--- src/rtl/pe_pkg.sv ---
// Shared types and default widths for the PE input scheduler.
// Holds the FSM state encoding and the skid-buffer entry layout.
package pe_pkg;

    localparam int PE_DATA_W = 8;
    localparam int PE_ADDR_W = 10;
    localparam int PE_LEN_W  = 8;

    typedef enum logic [1:0] {
        ST_IDLE,
        ST_RUN,
        ST_DRAIN,
        ST_DONE
    } pe_state_t;

    typedef struct packed {
        logic [PE_DATA_W-1:0] data;
        logic                 row_last;
        logic                 tile_last;
    } pe_skid_t;

endpackage

--- src/rtl/pe_skid_fifo2.sv ---
// Two-entry skid FIFO holding returned buffer words ahead of the PE.
// Ports: i_clk/i_rst_n, i_push/i_wdata, i_pop, o_rdata (head), o_count.
module pe_skid_fifo2
    import pe_pkg::*;
#(
    parameter type entry_t = pe_skid_t
) (
    input  logic       i_clk,
    input  logic       i_rst_n,
    input  logic       i_push,
    input  entry_t     i_wdata,
    input  logic       i_pop,
    output entry_t     o_rdata,
    output logic [1:0] o_count
);

    entry_t     r_mem [2];
    logic       r_wptr;
    logic       r_rptr;
    logic [1:0] r_count;

    logic w_wr;
    logic w_rd;

    assign w_rd = i_pop && (r_count != 2'd0);
    // A push into a full FIFO is only legal alongside a pop.
    assign w_wr = i_push && ((r_count != 2'd2) || w_rd);

    always_ff @(posedge i_clk or negedge i_rst_n) begin
        if (!i_rst_n) begin
            r_wptr  <= 1'b0;
            r_rptr  <= 1'b0;
            r_count <= 2'd0;
        end else begin
            if (w_wr) r_wptr <= ~r_wptr;
            if (w_rd) r_rptr <= ~r_rptr;
            r_count <= r_count + {1'b0, w_wr} - {1'b0, w_rd};
        end
    end

    always_ff @(posedge i_clk) begin
        if (w_wr) r_mem[r_wptr] <= i_wdata;
    end

    assign o_rdata = r_mem[r_rptr];
    assign o_count = r_count;

    a_no_overflow: assert property (
        @(posedge i_clk) disable iff (!i_rst_n)
        !(i_push && !i_pop && (r_count == 2'd2))
    );

endmodule

--- src/rtl/pe_input_scheduler.sv ---
// Walks a 2-D tile in the input buffer and streams it to the PE.
// Ports: PE_clk/rst_n; start + base_addr/row_len/row_cnt/stride;
//   buf_rd_en/buf_rd_addr/buf_rd_data (1-cycle latency read port);
//   pe_valid/pe_ready/pe_data/pe_row_last/pe_tile_last; busy, done.
module pe_input_scheduler
    import pe_pkg::*;
#(
    parameter int DATA_W = PE_DATA_W,
    parameter int ADDR_W = PE_ADDR_W,
    parameter int LEN_W  = PE_LEN_W
) (
    input  logic              PE_clk,
    input  logic              rst_n,
    input  logic              start,
    input  logic [ADDR_W-1:0] base_addr,
    input  logic [LEN_W-1:0]  row_len,
    input  logic [LEN_W-1:0]  row_cnt,
    input  logic [ADDR_W-1:0] stride,
    output logic              buf_rd_en,
    output logic [ADDR_W-1:0] buf_rd_addr,
    input  logic [DATA_W-1:0] buf_rd_data,
    output logic              pe_valid,
    input  logic              pe_ready,
    output logic [DATA_W-1:0] pe_data,
    output logic              pe_row_last,
    output logic              pe_tile_last,
    output logic              busy,
    output logic              done
);

    typedef struct packed {
        logic [DATA_W-1:0] data;
        logic              row_last;
        logic              tile_last;
    } entry_t;

    pe_state_t         r_state;
    logic [LEN_W-1:0]  r_len;
    logic [LEN_W-1:0]  r_cnt;
    logic [ADDR_W-1:0] r_stride;
    logic [ADDR_W-1:0] r_row_base;
    logic [LEN_W-1:0]  r_col;
    logic [LEN_W-1:0]  r_row;
    logic              r_pend;
    logic              r_pend_row_last;
    logic              r_pend_tile_last;
    logic              r_done;

    logic       w_col_last;
    logic       w_row_last;
    logic       w_credit;
    logic       w_issue;
    logic [1:0] w_count;
    entry_t     w_fifo_head;
    entry_t     w_in;
    entry_t     w_head;
    logic       w_push;
    logic       w_pop;
    logic       w_accept;

    assign w_col_last = (r_col == r_len - LEN_W'(1));
    assign w_row_last = (r_row == r_cnt - LEN_W'(1));

    // Words in the FIFO plus the read landing this cycle must leave room.
    assign w_credit = ({1'b0, w_count} + {2'b00, r_pend}) < 3'd2;
    assign w_issue  = (r_state == ST_RUN) && w_credit;

    assign buf_rd_en   = w_issue;
    assign buf_rd_addr = r_row_base + ADDR_W'(r_col);

    // Returning data bypasses the FIFO when it is empty.
    always_comb begin
        w_in.data      = buf_rd_data;
        w_in.row_last  = r_pend_row_last;
        w_in.tile_last = r_pend_tile_last;
        if (w_count != 2'd0) begin
            w_head = w_fifo_head;
        end else if (r_pend) begin
            w_head = w_in;
        end else begin
            w_head = '0;
        end
    end

    assign pe_valid = (w_count != 2'd0) || r_pend;
    assign w_accept = pe_valid && pe_ready;
    assign w_pop    = (w_count != 2'd0) && pe_ready;
    assign w_push   = r_pend && !((w_count == 2'd0) && pe_ready);

    assign pe_data      = w_head.data;
    assign pe_row_last  = w_head.row_last;
    assign pe_tile_last = w_head.tile_last;

    pe_skid_fifo2 #(
        .entry_t (entry_t)
    ) u_skid (
        .i_clk   (PE_clk),
        .i_rst_n (rst_n),
        .i_push  (w_push),
        .i_wdata (w_in),
        .i_pop   (w_pop),
        .o_rdata (w_fifo_head),
        .o_count (w_count)
    );

    always_ff @(posedge PE_clk or negedge rst_n) begin
        if (!rst_n) begin
            r_state          <= ST_IDLE;
            r_len            <= '0;
            r_cnt            <= '0;
            r_stride         <= '0;
            r_row_base       <= '0;
            r_col            <= '0;
            r_row            <= '0;
            r_pend           <= 1'b0;
            r_pend_row_last  <= 1'b0;
            r_pend_tile_last <= 1'b0;
            r_done           <= 1'b0;
        end else begin
            r_pend           <= w_issue;
            r_pend_row_last  <= w_issue && w_col_last;
            r_pend_tile_last <= w_issue && w_col_last && w_row_last;
            r_done           <= 1'b0;
            unique case (r_state)
                ST_IDLE: begin
                    if (start) begin
                        r_len      <= row_len;
                        r_cnt      <= row_cnt;
                        r_stride   <= stride;
                        r_row_base <= base_addr;
                        r_col      <= '0;
                        r_row      <= '0;
                        if ((row_len == '0) || (row_cnt == '0)) begin
                            r_state <= ST_DONE;
                            r_done  <= 1'b1;
                        end else begin
                            r_state <= ST_RUN;
                        end
                    end
                end
                ST_RUN: begin
                    if (w_issue) begin
                        if (w_col_last) begin
                            r_col      <= '0;
                            r_row      <= r_row + LEN_W'(1);
                            r_row_base <= r_row_base + r_stride;
                            if (w_row_last) r_state <= ST_DRAIN;
                        end else begin
                            r_col <= r_col + LEN_W'(1);
                        end
                    end
                end
                ST_DRAIN: begin
                    if (w_accept && w_head.tile_last) begin
                        r_state <= ST_DONE;
                        r_done  <= 1'b1;
                    end
                end
                ST_DONE: begin
                    r_state <= ST_IDLE;
                end
                default: begin
                    r_state <= ST_IDLE;
                end
            endcase
        end
    end

    // busy covers the accepting start cycle through the done cycle.
    assign busy = (r_state != ST_IDLE) || (start && rst_n);
    assign done = r_done;

endmodule

--- config.mk ---
export PLATFORM = sky130hd
export DESIGN_NAME = pe_input_scheduler
export DESIGN_NICKNAME = d
export VERILOG_FILES = /design/src/rtl/pe_pkg.sv /design/src/rtl/pe_skid_fifo2.sv /design/src/rtl/pe_input_scheduler.sv
export SDC_FILE = /design/constraint.sdc
export NUM_CORES = 1
export LEC_CHECK = 0
export CORE_ASPECT_RATIO = 0.75
export CORE_MARGIN = 2
export CORE_UTILIZATION = 25
export CTS_CLUSTER_DIAMETER = 40
export DETAILED_ROUTE_END_ITERATION = 10
export DONT_BUFFER_PORTS = 1
export PLACE_DENSITY = 0.49
export SYNTH_ARGS = -nofsm -noshare
export SYNTH_HDL_FRONTEND = slang
export SYNTH_SLANG_ARGS = --single-unit
--- constraint.sdc ---
create_clock -name PE_clk -period 3.6 [get_ports PE_clk]
set_clock_uncertainty 0.2 [all_clocks]
set_input_delay 0.72 -clock PE_clk [delete_from_list [all_inputs] [get_ports PE_clk]]
set_output_delay 0.72 -clock PE_clk [all_outputs]
set_load 0.01 [all_outputs]
==> results by group <==
STA
  • Fin. max-slew vios: 0
  • Fmax achieved: between 200 and 300 MHz
  • Setup violators final: 0
  • Least-Margin Pin Slew: 874 ps
  • RSZ-0062 raised after global routing: no
  • Setup TNS Final: 0 ps
  • Final Cycle Share: 94.0%
  • Post-route minimum period: approximately 3400 ps
  • Final Hold Viols: 0
  • Worst rel slew slack: between 40% and 50%
  • Fin worst setup slack: approximately 220 ps

Synth
  • Syn nets: between 500 and 600
  • Avg Cell Area, Syn: roughly 10 um^2
  • Yosys top cell area share: about a third
  • Mux share of post-synthesis cell area: under 10%
  • Asr flop ratio synth: 75.6%
  • Top post-synthesis cells by area: dfrtp_1 (32%), edfxtp_1 (12%), ha_1 (6.7%), mux2_2 (6.5%), xnor2_1 (5.0%)
  • Ys Warns: 0
  • Compound-gate portion of the synthesized area: between 10% and 20%
  • Most common cell in the netlist: dfrtp_1
  • Mapped cell area: 0.00487 mm^2
  • #FFs+latches synth: 82
  • Top FF cell, synth: dfrtp_1
  • Post-synthesis simple-gate area fraction: 15.0%
  • Synth cell types: 57
  • Cells after Synth: ~470
  • Adder-cell area share of the yosys netlist: under 10%
  • Yosys top cell by area: dfrtp_1
  • EDFF count, synth: 20
  • Xor/xnor share of the synthesized area: 7.91%
  • Largest family of logic cells by synthesized area: simple AND/OR/NAND/NOR gates
  • Seq/Total Area, Yosys: about 44%
  • Synth cell count leaders: dfrtp_1 (62), nor2_1 (34), nand2_1 (30)

Placement
  • Placed cell count: around 710
  • Gpl congestion: just over 0.8
  • I/O Buffers: 0
  • Pre-CTS WS: between 600 and 700 ps
  • Post-DP HPWL: 8930 um

Critical path
  • Largest stage delay on the critical path: between 400 and 500 ps
  • R2r startpoint: r_len[0]
  • Critical path origin: r_col[0]
  • Setup crit start kind: flop
  • Req. time, crit path: between 2000 and 3000 ps
  • Worst Path Arrival: roughly 2500 ps
  • Setup crit end kind: output pin
  • Critical path class: flop to output pin
  • R2R setup slack: approximately 660 ps
  • Crit path max fanout: 6
  • Critical-path top delay cell: dfrtp_1
  • Crit path top cell by count: a21o_1
  • CP Cell Sequence: ha_1 > inv_1 > fa_1 > nor2b_1 > o21ai_0 > nand2b_1 > a21o_1 > a21o_1 > a31oi_1 > xnor2_1

Floorplanning
  • Core Area: roughly 0.019 mm^2
  • Die area: 0.0206 mm^2
  • I/O Pins: between 70 and 80
  • Die extent in y: between 100 and 150 um
  • Die Span X: between 150 and 200 um
  • Rows: 44
  • Starting Density: around a quarter

Drt
  • Drc violations: 0
  • Vias: ~3.5k
  • Routed WL: between 10000 and 15000 um
  • Starting DRT DRC Count: between 200 and 250
  • Final ANT Viol Nets: 0
  • DR pass1 iterations: 5
  • DR WL/cell: 16.4 um
  • Vias per cell: about 4.9

Clock network
  • Post-CTS setup buffer count: 0
  • TritonCTS Buffers: 9
  • H-tree levels: 3
  • Worst-Skew Late Latency: about 350 ps
  • Clock Pin Slew Worst Setup and Hold Paths: around 70 ps
  • Resized cells post-CTS: 0
  • CTS tree: done
  • Clock root buffer: clkbuf_16
  • Sink Count: ~80
  • Max clock buf depth: 2

Status
  • Status: complete, no violations

Cells and area
  • Share of layout cells above drive strength 1: between 10% and 20%
  • Fin util: approximately 29%
  • Antenna diodes: 0
  • Area grow syn2layout: 13.4%
  • Nets: around 550
  • Final std cells w/o fill: roughly 730

Run
  • Maxcap violations: 0

Pwr
  • Leakage power: approximately 2.3 nW
  • Peak supply drop: 295 uV
  • Pwr dens: around 920 mW/mm^2

Global routing
  • First-pass GRT wire length: between 15000 and 20000 um
  • Initial antenna violation count: 1
  • GRT Total Usage: 11.6%
  • Largest net degree at the start of global routing: between 60 and 70
  • Vias in the first global route: 3365
  • Grt total ovfl: 0

Hold path
  • Worst hold path type: input port to async pin
-- critical path, delay by kind of cell (launching register included) --
kind	cells	cell delay, ps
adder cells (fa/ha/maj)	2	610
AND/OR/NAND/NOR	2	260
flip-flops	1	460
XOR/XNOR	1	280
buffers and inverters	1	50
AO/OA/AOI/OAI	4	450
-- cells by family after synthesis --
group | count (synthesis)
AOI/OAI and AO/OA | 95
xor gates and xnor gates | 44
adders and majority gates | 28
buffers and inverters | 38
DFF | 82
muxes | 42
and+or+nand+nor | 140
-- power breakdown --
part / internal (W) / switching (W) / total (W)
registers: 0.00128 / 0.000397 / 0.00167
logic: 0.00107 / 0.00134 / 0.00241
clock network: 0.000614 / 0.000403 / 0.00102
total: 0.00296 / 0.00214 / 0.00510
-- cells in the final DEF, fill, tap and decap left out, drive strengths merged, types with 2 or more instances in the layout --
cell type,netlist,layout
nor3,8,8
nand3b,6,6
clkinvlp,0,2
xnor2,28,28
nor2,34,34
fa,2,2
nand3,15,15
nand2,30,30
or4,7,7
inv,21,23
nand4,7,7
o21bai,3,3
or3b,2,2
nand2b,3,3
o21ai,29,29
mux2,28,28
o31ai,5,5
o211a,2,2
o221ai,2,2
o21a,2,2
buf,2,7
o211ai,2,2
nor4,5,5
bufinv,0,2
xor2,16,16
nor2b,8,8
clkinv,1,2
and3,7,7
clkbuf,14,9
edfxtp,20,20
a211o,2,2
or3,3,3
ha,26,26
mux2i,14,14
and2,3,3
a21oi,26,26
a211oi,5,5
dfrtp,62,62
a21o,5,5
-- through the flow --
stage	instance area (um^2)	total power [W]	hold WS [ps]
6_report	5530	0.00510	20.7
5_1_grt	5530	0.00549	44.1
4_1_cts	5530	0.00515	57.0
3_5_place_dp	5170	0.00409	226
3_3_place_gp	5170	0.00401	226
2_1_floorplan	4870	0.00350	224
-- worst paths after layout --
path / endpoint / cells after the start
setup reg to reg: r_row[6] / 9
min in group PE_clk: u_skid.r_mem[0][3] / 0
hold / removal: r_stride[1] / 1
hold reg to reg: u_skid.r_mem[0][0] / 0
setup / recovery: buf_rd_addr[8] / 10
max in group asynchronous: r_state[1] / 1
-- routing by layer --
layer / up-vias / track usage [%] / routed length [um] / part of all wire (%)
li1: 1703 / - / - / -
met1: 1729 / 15.8 / 5700 / 48
met2: 99 / 17.1 / 5130 / 43
met3: 9 / 5.18 / 1050 / 8.8
met4: 2 / 2.40 / 73 / 0.61
met5: - / 0 / 11 / 0.092
-- repair_timing --
item,4_1_cts,5_1_grt
hold buffers,1,0
endpoints found under the hold margin,62,0
setup endpoints to repair,0,0
-- sequential cells by signal, indices dropped and copies added (netlist names) --
signal,flops
u_skid.r_rptr,1
r_row,8
u_skid.o_count,2
r_pend_row_last,1
r_pend,1
r_state,2
u_skid.r_mem,20
r_stride,10
r_row_base,10
done,1
r_len,8
r_pend_tile_last,1
r_cnt,8
u_skid.r_wptr,1
r_col,8
-- cell type report --
cell class / count / area (um^2)
clock inverter: 7 / 101
sequential: 82 / 2150
timing repair buffer: 7 / 72.6
inverter: 22 / 82.6
multi-input combinational: 349 / 2580
tap: 253 / 317
fill: 1965 / 13700
clock buffer: 9 / 225
Note: power is estimated with default switching activity, not from simulation.
